**config.mk**
```make
export PLATFORM = sky130hd
export DESIGN_NAME = picoramsoc_iomem_timer
export DESIGN_NICKNAME = d
export VERILOG_FILES = /design/src/rtl/picoramsoc_iomem_timer.sv
export SDC_FILE = /design/constraint.sdc
export NUM_CORES = 1
export LEC_CHECK = 0
export ABC_CLOCK_PERIOD_IN_PS = 3600
export BUFFER_PORTS_ARGS = -buffer_cell sky130_fd_sc_hd__buf_2
export CORE_AREA = 2 2 147 149
export DETAILED_ROUTE_END_ITERATION = 8
export DIE_AREA = 0 0 149 151
export PLACE_DENSITY = 0.64
export SLEW_MARGIN = 20
export SYNTH_ARGS = -nofsm -noshare
export SYNTH_HDL_FRONTEND = slang
export SYNTH_SLANG_ARGS = --single-unit
```
**constraint.sdc**
```tcl
create_clock -name clk -period 3.6 [get_ports clk]
set_clock_uncertainty 0.05 [all_clocks]
set_input_delay 0.72 -clock clk [delete_from_list [all_inputs] [get_ports clk]]
set_output_delay 0.72 -clock clk [all_outputs]
set_load 0.01 [all_outputs]
```
**src/rtl/picoramsoc_iomem_timer.sv**
```systemverilog
// Memory-mapped down-counting timer on the iomem bus.
// One-shot/periodic modes, prescaler, W1C expiry flag driving irq.
module picoramsoc_iomem_timer #(
  parameter logic [31:0] BASE_ADDR = 32'h0300_0000
) (
  input  logic        clk,
  input  logic        resetn,
  input  logic        iomem_valid,
  output logic        iomem_ready,
  input  logic [3:0]  iomem_wstrb,
  input  logic [31:0] iomem_addr,
  input  logic [31:0] iomem_wdata,
  output logic [31:0] iomem_rdata,
  output logic        irq
);

  function automatic logic [31:0] merge(
    input logic [31:0] old,
    input logic [31:0] d,
    input logic [3:0]  s
  );
    logic [31:0] r;
    for (int b = 0; b < 4; b++)
      r[8*b +: 8] = s[b] ? d[8*b +: 8] : old[8*b +: 8];
    return r;
  endfunction

  logic        en;
  logic        periodic;
  logic        irq_en;
  logic        expired;
  logic [15:0] presc;
  logic [15:0] pcnt;
  logic [31:0] load;
  logic [31:0] count;

  logic        sel;
  logic        hit;
  logic        wr;
  logic [1:0]  idx;
  logic        wr_ctrl;
  logic        wr_load;
  logic        w1c;
  logic [31:0] ctrl_q;
  logic [31:0] ctrl_w;
  logic [31:0] load_d;
  logic        tick;
  logic        expire;
  logic        start;
  logic [31:0] rd_val;
  logic        unused;

  assign sel     = iomem_valid &&
                   iomem_addr[31:4] == BASE_ADDR[31:4];
  assign hit     = sel && !iomem_ready;
  assign wr      = hit && |iomem_wstrb;
  assign idx     = iomem_addr[3:2];
  assign wr_ctrl = wr && idx == 2'd0;
  assign wr_load = wr && idx == 2'd1;
  assign w1c     = wr && idx == 2'd3 &&
                   iomem_wstrb[0] && iomem_wdata[0];

  assign ctrl_q = {presc, 13'b0, irq_en, periodic, en};
  assign ctrl_w = merge(ctrl_q, iomem_wdata, iomem_wstrb);
  assign load_d = wr_load ?
                  merge(load, iomem_wdata, iomem_wstrb) : load;

  assign tick   = en && pcnt == presc;
  assign expire = tick && count == 32'd0;
  assign start  = wr_ctrl && !en && ctrl_w[0];

  assign unused = ^{iomem_addr[1:0], ctrl_w[15:3]};

  always_comb begin
    rd_val = 32'd0;
    unique case (idx)
      2'd0: rd_val = ctrl_q;
      2'd1: rd_val = load;
      2'd2: rd_val = count;
      2'd3: rd_val = {31'd0, expired};
    endcase
  end

  always_ff @(posedge clk or negedge resetn) begin
    if (!resetn) begin
      iomem_ready <= 1'b0;
      iomem_rdata <= 32'd0;
    end else begin
      iomem_ready <= sel && !iomem_ready;
      iomem_rdata <= (hit && !wr) ? rd_val : 32'd0;
    end
  end

  // Bus write to EN beats the one-shot auto-clear
  always_ff @(posedge clk or negedge resetn) begin
    if (!resetn) begin
      en       <= 1'b0;
      periodic <= 1'b0;
      irq_en   <= 1'b0;
      presc    <= 16'd0;
      load     <= 32'd0;
    end else begin
      load <= load_d;
      if (wr_ctrl) begin
        en       <= ctrl_w[0];
        periodic <= ctrl_w[1];
        irq_en   <= ctrl_w[2];
        presc    <= ctrl_w[31:16];
      end else if (expire && !periodic) begin
        en <= 1'b0;
      end
    end
  end

  always_ff @(posedge clk or negedge resetn) begin
    if (!resetn) begin
      count <= 32'd0;
      pcnt  <= 16'd0;
    end else if (start) begin
      count <= load_d;
      pcnt  <= 16'd0;
    end else if (tick) begin
      pcnt <= 16'd0;
      if (count != 32'd0)
        count <= count - 32'd1;
      else if (periodic)
        count <= load;
    end else if (en) begin
      pcnt <= pcnt + 16'd1;
    end
  end

  // Expiry set wins over a same-edge clear
  always_ff @(posedge clk or negedge resetn) begin
    if (!resetn)
      expired <= 1'b0;
    else if (expire)
      expired <= 1'b1;
    else if (w1c)
      expired <= 1'b0;
  end

  assign irq = expired && irq_en;

endmodule
```
# Word level (Yosys, flattened, before mapping)
# Cells that the tools add are included.
[word_totals]
reg_bits = 133
out_inout_bits = 34
in_bits = 71
wordCells = 69
[op_classes]
muxes = 19
reduce_logical = 32
eq_ne = 5
add_sub_neg = 2
[ops]
columns = ["operator", "count"]
rows = [
  ["$mux W32", 6],
  ["$pmux W32 S4", 1],
  ["$mux W16", 3],
  ["$logic_not A32 Y1", 1],
  ["$mux W8", 4],
  ["$reduce_bool A32 Y1", 1],
  ["$sub A32 B1 Y32 const B", 1],
  ["$eq A28 B22 Y1 const B", 1],
  ["$add A16 B1 Y16 const B", 1],
  ["$eq A16 B16 Y1", 1],
  ["$logic_and A1 B1 Y1", 15],
  ["$reduce_and A2 Y1", 4],
  ["$reduce_bool A2 Y1", 3],
  ["$reduce_bool A3 Y1", 2],
  ["$mux W1", 5],
  ["$eq A2 B2 Y1 const B", 2],
  ["$logic_not A1 Y1", 4],
  ["$reduce_or A4 Y1", 1],
  ["$eq A2 B1 Y1 const B", 1],
  ["$logic_not A2 Y1", 1],
]

# Longest topological paths before layout
# Gate-level depths: netlist of run 1.
[depth]
ltp_word = 9
ltp_mapped = 10
depth_no_buf = 8

# Worst setup path before layout of run 1
# Ideal clock, no wire load.
[synth_path]
path_kind = "in2reg"
from = "input iomem_addr[10]"
to = "register count[26]"
n_path_buf = 0
required_ns = 3.426
path_slack_ns = 0.820
setup_ns = 0.124
arrival_ns = 2.607
path_stages = 6
cell_sequence = "nor4b_1 -> nand4_1 -> nor3_2 -> mux2_2 -> and2_1 -> a211o_1"
[synth_between]
elab_cells_between_ends = 13
cone_classes = "eq/ne (1); mux (2); reduce/logical (10)"
[synth_rtl]
columns = ["element", "line_no", "source"]
rows = [
  ["from (decl)", "11", "input logic [31:0] iomem_addr,"],
  ["$eq A28 B22 Y1", "54", "iomem_addr[31:4] == BASE_ADDR[31:4];"],
  ["$logic_and A1 B1 Y1", "53", "assign sel = iomem_valid &&"],
  ["$logic_and A1 B1 Y1", "55", "assign hit = sel && !iomem_ready;"],
  ["$logic_and A1 B1 Y1", "56", "assign wr = hit && |iomem_wstrb;"],
  ["$logic_and A1 B1 Y1", "59", "assign wr_load = wr && idx == 2'd1;"],
  ["$mux W32", "65", "assign load_d = wr_load ?"],
  ["net load_d[26]", "46", "logic [31:0] load_d;"],
  ["$mux W32", "119", "end else if (start) begin"],
  ["to (signal assigned)", "120", "count <= load_d;"],
  ["to (signal assigned)", "125", "count <= count - 32'd1;"],
  ["to (signal assigned)", "127", "count <= load;"],
  ["to (decl)", "35", "logic [31:0] count;"],
]
# The timed path passes the listed nets, and every way through them passes these cells.
# A chain may end at the register's enable or synchronous reset.

# Worst setup path in the final report of run 1
[layout_path]
from = "register count[0]"
to = "register count[26]"
[layout_between]
elab_chain_cells = 4
elab_cells_between_ends = 7
cone_classes = "add/sub (1); mux (3); reduce/logical (3)"
[layout_lines]
columns = ["element", "line_no", "source"]
rows = [
  ["$sub A32 B1 Y32 or $reduce_bool A32 Y1 (tied branches)", "125, 124", ""],
  ["$mux W32", "124", "if (count != 32'd0)"],
  ["$mux W32", "122", "end else if (tick) begin"],
  ["$mux W32", "119", ""],
]
# Several ways; a longest one is shown, not always the timed one. The select of a mux whose other input is x is not followed.

==> results of run 1 <==
flip-flops by register name (all words and copies together) (netlist names):
signal / cells
expired: 1
periodic: 1
en: 1
irq_en: 1
count: 32
iomem_ready: 1
iomem_rdata: 32
pcnt: 16
presc: 16
load: 32
worst max path at each step:
| stage | slack, ns | endpoint | depth (start not counted) |
|---|---|---|---|
| 2_1_floorplan | 0.82 | count[26] | 6 |
| 3_5_place_dp | 0.55 | presc[2] | 6 |
| 4_1_cts | 0.69 | count[26] | 8 |
| 6_report | 0.71 | count[26] | 8 |
| 5_1_grt | 0.48 | count[26] | 8 |
| 3_3_place_gp | 0.58 | presc[6] | 6 |
synthesized netlist by cell type, types with 13 or more instances:
library cell | instances | share of area (%)
a21oi_1 | 31 | 2.2
mux2_2 | 52 | 8.1
nand3_1 | 22 | 1.5
mux2i_1 | 26 | 3.6
nor2_1 | 75 | 3.9
a22oi_1 | 35 | 3.6
nand2_1 | 66 | 3.4
nor4_1 | 19 | 1.6
dfrtp_1 | 133 | 46
xnor2_1 | 37 | 4.5
o21ai_0 | 18 | 1.2
o211ai_1 | 14 | 1.5
clkbuf_1 | 32 | 1.7
nor3_1 | 22 | 1.5
nand4_1 | 13 | 1.1
power by group through the flow:
stage               clock, mW  combinational (mW)  sequential, mW
floorplan                   0              0.0371            1.52
global placement            0               0.131            1.52
detailed placement          0               0.131            1.52
CTS                      1.87               0.132            1.50
global route             1.94               0.143            1.49
finish                   1.85               0.129            1.50
per-layer routing:
metal | vias to the layer above | track usage, % | routed length, um
met4 | 0 | 6.43 | 399
met5 | - | 0 | 0
met2 | 214 | 28.6 | 9420
met3 | 31 | 4.67 | 1370
li1 | 2831 | - | -
met1 | 2935 | 25.4 | 9040
cell families (layout without fill, tap and decap cells):
group | Yosys count | count (layout) | share of synthesized area (%)
AOI/OAI and AO/OA | 128 | 128 | 11.7
xor gates and xnor gates | 46 | 46 | 5.59
adders and majority gates | 3 | 3 | 0.521
buffers and inverters | 53 | 162 | 3.14
DFF | 133 | 133 | 46.2
muxes | 80 | 80 | 12.2
other | 0 | 1 | 0
and+or+nand+nor | 281 | 281 | 20.6
cell usage in the layout (no fill, tap or decap), types with 26 or more instances in the layout:
cell	count
xnor2_1	37
nand2_1	66
mux2_2	52
buf_2	101
nor2_1	75
a21oi_1	31
dfrtp_1	133
mux2i_1	26
a22oi_1	35
layout make-up:
class,instances,area [um^2]
antenna,1,2.50
inverter,6,22.5
clock buffer,23,478
sequential,133,3330
fill,2043,12100
tap,275,344
timing repair buffer,125,702
clock inverter,8,148
multi-input combinational,538,3660
stage by stage:
stage	util [%]	setup slack, ns	area (um^2)
global route	41.7	0.480	8680
CTS	41.7	0.686	8680
floorplan	-	0.820	7210
detailed placement	38.7	0.554	8060
global placement	38.7	0.582	8060
finish	41.7	0.707	8680
==> Flow_metrics.wiki, run 1 <==
{| class="wikitable"
! Metric !! Value
|-
| Run status || finished clean
|-
| Number of flops mapped to enable cells by yosys || 0
|-
| Initial antenna violation count || 2
|-
| Cell count after placement || 1077
|-
| X dimension of the die || 149 um
|-
| Crit path launch type || register
|-
| Synth warnings || 0
|-
| Flip-flop cell with the highest count after synthesis || dfrtp_1
|-
| Kind of end point of the critical path || register
|-
| Number of sinks handled by clock tree synthesis || 133
|-
| Crit path time final || 2.89 ns
|-
| Post-DRT Antenna Nets || 0
|-
| Switching share of total power || 20.7%
|-
| Unrepaired setup endpoints after global routing || false
|-
| Syn-to-layout area delta || 20.4%
|-
| Clock input transition at the sequential cells of the worst setup and hold paths || 0.06 ns
|-
| Number of distinct library cells after synthesis || 61
|-
| Htree depth || 4
|-
| Global Route Usage Sum || 18.5%
|-
| Buf/Inv on CP || 1
|-
| Largest fanout of any net on the critical path || 8
|-
| Final setup vio count || 0
|-
| Overall die area || 22500 um^2
|-
| Die Ht || 151 um
|-
| Number of nets in the finished design || 895
|-
| Total power after layout || 3.47 mW
|-
| Post-synthesis cell count || 724
|-
| Largest buffer count on any clock path || 2
|-
| Maximum number of pins on one net before global-route repair || 70
|-
| Fraction of the yosys area taken by sequential cells || 46.2%
|-
| Type of the worst setup path || reg -> reg
|-
| Routed len/inst || 18.2 um
|-
| Mean area per synthesized cell || 9.96 um^2
|-
| GPL Wtd Cong || 0.883
|-
| DR pass1 iterations || 5
|-
| Cell Pwr Density || 400 nW/um^2
|-
| Hold slack final || 0.228 ns
|-
| Clock tree from TritonCTS || yes
|-
| R2R depth || 8
|-
| Required time at the endpoint of the critical path || 3.86 ns
|-
| Relative contribution of sequential cells to total power || 43.1%
|-
| IR drop worst, VDD || 0.262 mV
|-
| Overall overflow remaining after global route || 0
|-
| Slowest stage cell on the critical path || dfrtp_1
|-
| Family with the most delay on the worst path || simple AND/OR/NAND/NOR gates
|-
| Port buffer count || 102
|-
| Remaining routing DRC violations || 0
|-
| Number of max-capacitance violations reported || 0
|-
| Total wire length after detailed routing || 20200 um
|-
| Number of global-route vias before repair || 5775
|-
| Floorplan Core Area || 20800 um^2
|-
| Post-synth ARST share || 100%
|-
| Final HPWL DP || 14300 um
|-
| P_leak || 3.89 nW
|-
| Startpoint of the most critical register-to-register path || count[0]
|-
| Effective utilization at floorplan || 34.6%
|-
| Highest clock frequency the design can meet || 346 MHz
|-
| Iteration-0 DRC Markers || 546
|-
| Number of buffers inserted for hold repair after clock tree synthesis || 0
|-
| NetSw || 719 uW
|-
| Cell area after synthesis || 7210 um^2
|-
| Part of the cycle the worst path needs || 80.4%
|-
| Via count of the routed design || 6011
|-
| Total setup buffers inserted after CTS || 0
|-
| Worst path arrival time || 3.15 ns
|-
| Combinational share of power || 3.7%
|-
| Ratio of cells with drive above 1 in the final layout || 27.4%
|-
| Syn nets || 798
|-
| P_int || 2.75 mW
|-
| Count of endpoints failing hold in the final timing report || 0
|-
| Number of rows in the core area || 53
|-
| Pins over their slew limit || 0
|-
| Clock latency on the worst-skew pair || 0.42 ns
|-
| Vias per inst || 5.42
|-
| Number of top-level pins || 105
|-
| R2R Setup Slk || 0.71 ns
|-
| Max-Slew Margin vs Limit || 41.3%
|-
| Longest individual stage delay on the worst path || 0.46 ns
|-
| Type of the tightest min-delay check || in -> async
|-
| First-pass GRT wire length || 32100 um
|-
| Slew at the pin closest to its max-slew limit || 0.876 ns
|-
| Worst setup path startpoint || count[0]
|-
| Endpoint of the most critical register-to-register path || count[26]
|-
| Number of clock buffers inserted by TritonCTS || 17
|-
| Critical-path cell list || inv_1, ha_1, nor4b_2, nand4_1, nor3_1, or4_1, mux2_1, a211o_1
|-
| Setup TNS || 0 ns
|-
| #FFs+latches synth || 133
|-
| Cell at the root of the clock tree || clkbuf_16
|-
| Cell Count, Final, Fillers Out || 1109
|-
| Clock share of power || 53.2%
|-
| Resize count post-CTS || 0
|}
(Power assumes the default switching activity.)
==> run 2, diff against run 1 <==
- ABC_AREA: unset -> 1
- ABC_CLOCK_PERIOD_IN_PS: 3600 -> 2900
- CORE_AREA: 2 2 147 149 -> 2 2 159 161
- DIE_AREA: 0 0 149 151 -> 0 0 161 163
- PLACE_DENSITY: 0.64 -> 0.63
- clock period: 3.6 -> 2.9 ns (I/O delays scaled with it)
==> run 2 against run 1 <==
  * Count of clock-buffer cells in the layout decreased by 6
  * Hold slack worse by 0.13 ns
  * Sequential power increased by 24%
  * Register-to-register slack worse by 0.02 ns
  * Critical path type unchanged
==> Flow_metrics.wiki, run 2 <==
{| class="wikitable"
! Metric !! Value
|-
| Synth warnings || 0
|-
| Vias per inst || 4.94
|-
| Combinational share of power || 4.6%
|-
| Top sig layer || met4
|-
| Clock share of power || 53.0%
|-
| Number of buffers inserted for hold repair after clock tree synthesis || 0
|-
| Floorplan Core Area || 24700 um^2
|-
| Highest clock frequency the design can meet || 452 MHz
|-
| Setup TNS || 0 ns
|-
| Remaining routing DRC violations || 0
|-
| Number of top-level pins || 105
|-
| NetSw || 1.08 mW
|-
| Die Ht || 163 um
|-
| Area share of the largest cell type after synthesis || 39.2%
|-
| Slew at the pin closest to its max-slew limit || 0.718 ns
|-
| Count of endpoints failing hold in the final timing report || 0
|-
| Simple-gate share of the synthesized area || 40.9%
|-
| Relative contribution of sequential cells to total power || 42.4%
|-
| DRT met1 WL || 11800 um
|-
| Clock tree from TritonCTS || yes
|-
| Fraction of the yosys area taken by sequential cells || 39.2%
|-
| Port buffer count || 102
|-
| Number of max-capacitance violations reported || 0
|-
| Switching share of total power || 24.7%
|-
| Clock latency on the worst-skew pair || 0.44 ns
|-
| Via count of the routed design || 8192
|-
| Post-synthesis cell count || 1223
|-
| Pins over their slew limit || 0
|-
| Syn-to-layout area delta || 16.9%
|-
| Crit path launch type || register
|-
| Initial antenna violation count || 0
|-
| Flip-flop cell with the highest count after synthesis || dfrtp_1
|-
| Post-synthesis share of cell area spent on xor and xnor gates || 3.40%
|-
| Largest fanout of any net on the critical path || 32
|-
| Required time at the endpoint of the critical path || 3.21 ns
|-
| Fill cells || 2654
|-
| Synthesized-area fraction occupied by ao, oa, aoi and oai cells || 5.73%
|-
| Overall die area || 26200 um^2
|-
| Biggest area contributors in the synthesized netlist || dfrtp_1, nand2_1, nand3_1
|-
| P_leak || 4.71 nW
|-
| Cell area after synthesis || 8490 um^2
|-
| Total setup buffers inserted after CTS || 0
|-
| Overall overflow remaining after global route || 0
|-
| Number of diodes added for antenna fixing || 0
|-
| Iteration-0 DRC Markers || 605
|-
| Leading cell type in the layout, fill and taps excluded || nand2_1
|-
| Global Route Usage Sum || 20.0%
|-
| Worst setup path startpoint || count[24]
|-
| Multiplexer area fraction after synthesis || 0%
|-
| GPL Wtd Cong || 0.921
|-
| P_int || 3.30 mW
|-
| Worst path arrival time || 2.52 ns
|-
| Htree depth || 4
|-
| IR drop worst, VDD || 0.345 mV
|-
| Number of distinct library cells after synthesis || 36
|-
| List of most frequent post-synthesis cells || nand2_1, nand3_1, inv_1
|-
| Number of sinks handled by clock tree synthesis || 133
|-
| Largest registers in the final layout || count: 32 flops, iomem_rdata: 32 flops, load: 32 flops
|-
| Number of global-route vias before repair || 7816
|-
| Dominant combinational cell family by area after synthesis || simple AND/OR/NAND/NOR gates
|-
| #FFs+latches synth || 133
|-
| Leading area contributor after synthesis || dfrtp_1
|-
| Ratio of cells with drive above 1 in the final layout || 14.7%
|-
| DR pass1 iterations || 5
|-
| Met3 wire length || 1300 um
|-
| First-pass GRT wire length || 41400 um
|-
| Total power after layout || 4.38 mW
|-
| Maximum number of pins on one net before global-route repair || 64
|-
| Most common cell in the netlist || nand2_1
|-
| Max-Slew Margin vs Limit || 52.1%
|-
| Effective utilization at floorplan || 34.4%
|-
| Routed len/inst || 15.3 um
|-
| Resize count post-CTS || 0
|-
| Mean area per synthesized cell || 6.94 um^2
|-
| Part of the cycle the worst path needs || 76.2%
|-
| Final setup vio count || 0
|-
| Unrepaired setup endpoints after global routing || false
|-
| Type of the tightest min-delay check || in -> async
|-
| X dimension of the die || 161 um
|-
| R2R depth || 10
|-
| Post-DRT Antenna Nets || 0
|-
| Largest buffer count on any clock path || 2
|-
| Number of rows in the core area || 58
|-
| Crit path time final || 2.21 ns
|-
| Number of nets in the finished design || 1389
|-
| Adder-cell area share of the yosys netlist || 0.442%
|-
| Clock input transition at the sequential cells of the worst setup and hold paths || 0.06 ns
|-
| Number of flops mapped to enable cells by yosys || 0
|-
| Run status || finished clean
|-
| Cell at the root of the clock tree || clkbuf_16
|-
| Post-synth ARST share || 100%
|-
| Total wire length after detailed routing || 25400 um
|-
| Top library cells by usage in the layout, fill and taps aside || nand2_1, nand3_1, inv_1
|-
| Kind of end point of the critical path || register
|-
| Number of clock buffers inserted by TritonCTS || 17
|-
| Syn nets || 1297
|-
| Type of the worst setup path || reg -> reg
|-
| Detail Route met2 WL || 12000 um
|-
| Final core utilization || 40.2%
|-
| Startpoint of the most critical register-to-register path || count[24]
|-
| Cell Pwr Density || 441 nW/um^2
|-
| Final HPWL DP || 18900 um
|}
==> run 2: cell count changes after synthesis, moves of 25 or more <==
cell	change
o21ai_0	+25
a22oi_1	-34
inv_1	+139
mux2i_1	-26
nand2_1	+284
nand4_1	+47
mux2_2	-52
nand3_1	+130
and2_1	+31
nor2_1	+42
==> run 2: cell families after synthesis <==
logic type / count (synthesis)
and+or+nand+nor: 764
buffers and inverters: 200
DFF: 133
AOI/OAI and AO/OA: 90
xor gates and xnor gates: 33
adders and majority gates: 3
==> run 2: worst max-delay path: stages, from the launching register on <==
cell      delay (ns)
dfrtp_1         0.50
nor2_1          0.18
nand2_1         0.14
inv_1           0.12
nand2_1         0.06
nor3_1          0.18
nand3b_1        0.21
nand2_2         0.11
buf_4           0.36
nand3_1         0.13
nand3_1         0.09
==> run 2: cell type report <==
type / count / area [um^2] / share of cell area (%)
sequential: 133 / 3330 / 33.5
clock inverter: 15 / 194 / 1.95
multi-input combinational: 890 / 4300 / 43.4
tap: 330 / 413 / 4.16
inverter: 151 / 567 / 5.71
timing repair buffer: 122 / 692 / 6.97
clock buffer: 17 / 425 / 4.29
==> run 2: per-stage QoR <==
step | hold slack (ns) | area [um^2] | setup slack (ns) | std cells
after floorplan | 0.234 | 8490 | 1.12 | 1223
after global placement | 0.463 | 9300 | 0.476 | 1626
after detailed placement | 0.471 | 9300 | 0.453 | 1626
after CTS | 0.125 | 9920 | 0.658 | 1658
after global routing | 0.156 | 9920 | 0.392 | 1658
final | 0.0983 | 9920 | 0.690 | 1658
==> run 2: final timing paths <==
| path | to | slack [ns] |
|---|---|---|
| setup / recovery | count[30] | 0.69 |
| min in group clk | periodic | 0.39 |
| max in group asynchronous | count[19] | 1.98 |
| setup reg to reg | count[30] | 0.69 |
| hold reg to reg | irq_en | 0.48 |
| hold / removal | count[0] | 0.1 |
==> run 2: metal layers <==
| layer | GRT usage [%] | vias to the layer above |
|---|---|---|
| li1 | - | 4118 |
| met1 | 27.4 | 3828 |
| met2 | 32.9 | 219 |
| met3 | 3.36 | 27 |
| met4 | 5.24 | 0 |
| met5 | 0 | - |
==> run 2: power by group through the flow <==
stage	Combinational [mW]	Sequential (mW)	Clock, mW
final	0.203	1.86	2.32
after global routing	0.231	1.85	2.44
after CTS	0.207	1.85	2.35
after detailed placement	0.206	1.89	0
after floorplan	0.0790	1.89	0
after global placement	0.204	1.89	0
==> run 3, diff against run 2 <==
- ABC_CLOCK_PERIOD_IN_PS: 2900 -> 1900
- PLACE_DENSITY: 0.63 -> 0.65
- clock period: 2.9 -> 1.9 ns (I/O delays scaled with it)
==> run 3 against run 2 <==
  * The flow now finishes with violations (setup timing)
  * Global-route usage is 1.8 points higher
  * Critical path depth stayed put
  * Hold slack better by 0.097 ns
  * Sequential share of layout area is 5.7 points lower
  * First-iteration DRC count is 8.1% higher
  * Maximum frequency is 11% higher
  * Design area is 21% higher
  * Power is 50% higher
  * Worst setup slack worse by 0.79 ns
==> Flow_metrics.wiki, run 3 (synthesis results as in run 2) <==
{| class="wikitable"
! Metric !! Value
|-
| Slew at the pin closest to its max-slew limit || 0.372 ns
|-
| Count of endpoints failing hold in the final timing report || 0
|-
| Pins over their slew limit || 0
|-
| Overall die area || 26200 um^2
|-
| Number of nets in the finished design || 1548
|-
| Cell Pwr Density || 548 nW/um^2
|-
| First-pass GRT wire length || 44900 um
|-
| Number of clock buffers inserted by TritonCTS || 17
|-
| Syn-to-layout area delta || 41.3%
|-
| Max-Slew Margin vs Limit || 75.2%
|-
| R2R depth || 10
|-
| Total power after layout || 6.57 mW
|-
| Hold slack final || 0.196 ns
|-
| Required time at the endpoint of the critical path || 2.21 ns
|-
| Cell count after placement || 1740
|-
| Setup TNS || -1.35 ns
|-
| Port buffer count || 102
|-
| Highest clock frequency the design can meet || 500 MHz
|-
| Kind of end point of the critical path || register
|-
| Worst path arrival time || 2.31 ns
|-
| Via count of the routed design || 9218
|-
| Largest registers in the final layout || count: 32 flops, iomem_rdata: 32 flops, load: 32 flops
|-
| Part of the cycle the worst path needs || 105%
|-
| Run status || finished, violations left
|-
| GPL Wtd Cong || 0.906
|-
| IR drop worst, VDD || 0.531 mV
|-
| Final HPWL DP || 20000 um
|-
| Crit path time final || 2.00 ns
|-
| Floorplan Core Area || 24700 um^2
|-
| Largest fanout of any net on the critical path || 8
|-
| Number of global-route vias before repair || 8651
|-
| Clock input transition at the sequential cells of the worst setup and hold paths || 0.06 ns
|-
| P_leak || 5.81 nW
|-
| Number of rows in the core area || 58
|-
| Die Ht || 163 um
|-
| Iteration-0 DRC Markers || 654
|-
| Number of max-capacitance violations reported || 0
|-
| Htree depth || 4
|-
| Number of sinks handled by clock tree synthesis || 133
|-
| Crit path launch type || register
|-
| Final standard cell area without fillers || 12000 um^2
|-
| Fill cells || 2404
|-
| Final setup vio count || 32
|-
| Maximum number of pins on one net before global-route repair || 48
|-
| Routed len/inst || 16.3 um
|-
| Remaining routing DRC violations || 0
|-
| Overall overflow remaining after global route || 0
|-
| Cell at the root of the clock tree || clkbuf_16
|-
| Unrepaired setup endpoints after global routing || true
|-
| Cell depth of the worst min-delay path || 3
|-
| Global Route Usage Sum || 21.8%
|-
| Vias per inst || 5.08
|-
| Number of diodes added for antenna fixing || 0
|-
| Post-DRT Antenna Nets || 0
|-
| Largest buffer count on any clock path || 2
|-
| Top library cells by usage in the layout, fill and taps aside || nand2_1, buf_4, inv_1
|-
| Type of the tightest min-delay check || in -> reg
|-
| Cell Area, Placed || 10300 um^2
|-
| Effective utilization at floorplan || 34.4%
|-
| Clock tree from TritonCTS || yes
|-
| X dimension of the die || 161 um
|-
| Violated checks || setup timing
|-
| Total wire length after detailed routing || 29700 um
|-
| Leading cell type in the layout, fill and taps excluded || nand2_1
|-
| Worst Setup Slack, final || -0.0984 ns
|-
| Clock latency on the worst-skew pair || 0.44 ns
|-
| Type of the worst setup path || reg -> reg
|-
| Number of top-level pins || 105
|-
| DR pass1 iterations || 5
|-
| Ratio of cells with drive above 1 in the final layout || 31.2%
|-
| Initial antenna violation count || 0
|-
| Cell Count, Final, Fillers Out || 1816
|}
[run 3: changes by cell type in the layout (fill, tap and decap cells not counted), moves of 9 or more]
cell | previous run | this run
buf_12 | 2 | 14
buf_4 | 18 | 145
buf_6 | 1 | 10
nand2_1 | 350 | 333
nand2_2 | 5 | 19
nand3_1 | 152 | 96
nand3_2 | 3 | 49
nand3_4 | 0 | 10
nor2_1 | 115 | 96
nor2_4 | 6 | 18
[run 3: what timing repair did]
action / 4_1_cts / 5_1_grt
pin swaps: 9 / 68
hold buffers: 1 / 0
endpoints found under the setup margin: 32 / 72
setup buffers: 12 / 28
endpoints found under the hold margin: 27 / 0
gates cloned: 2 / 6
resized for setup: 17 / 149
[run 3: final timing paths]
| kind | startpoint | end | slack [ns] |
|---|---|---|---|
| max reg2reg | count[25] | count[25] | -0.1 |
| min in group asynchronous | resetn | load[2] | 0.35 |
| max in group asynchronous | resetn | count[15] | 0.83 |
| min reg2reg | irq_en | irq_en | 0.47 |
| max | count[25] | count[25] | -0.1 |
| min | iomem_wdata[1] | periodic | 0.20 |
[run 3: area by class of cell]
| class | instances | area (um^2) | share of cell area [%] |
|---|---|---|---|
| clock inverters | 10 | 121 | 1.01 |
| inverters | 151 | 572 | 4.77 |
| repair buffers | 280 | 2170 | 18.1 |
| multi-input cells | 891 | 4900 | 40.9 |
| clock buffers | 21 | 470 | 3.92 |
| well taps | 330 | 413 | 3.44 |
| flip-flops and latches | 133 | 3340 | 27.8 |
[run 3: where the power goes]
part	total [mW]	internal, mW	switching, mW
clock network	3.40	2.04	1.36
logic	0.334	0.112	0.223
registers	2.83	2.83	0.0000000721
[run 3: critical path: stages, from the launching register on]
cell and delay (ns):
dfrtp_1 0.39, nor2_2 0.16, nand2_2 0.14, inv_2 0.10
nand2_2 0.06, nor3_4 0.20, nand3b_1 0.20, nand2_4 0.22
clkbuf_16 0.22, nand3_2 0.10, nand3_2 0.08
[run 3: metal layers]
metal / part of all wire, % / global-route usage (%) / up-vias
met5: 0 / 0 / -
met4: 3.3 / 9.21 / 0
met3: 6.6 / 3.39 / 63
met2: 47 / 34.4 / 360
met1: 43 / 30.0 / 4357
li1: - / - / 4438
[run 3: stage by stage]
step	util [%]	setup WS (ns)
after global routing	48.6	-0.127
after global placement	41.6	-0.175
after detailed placement	41.6	-0.236
after CTS	44.9	0.000765
final	48.6	-0.0984
after floorplan	-	0.172
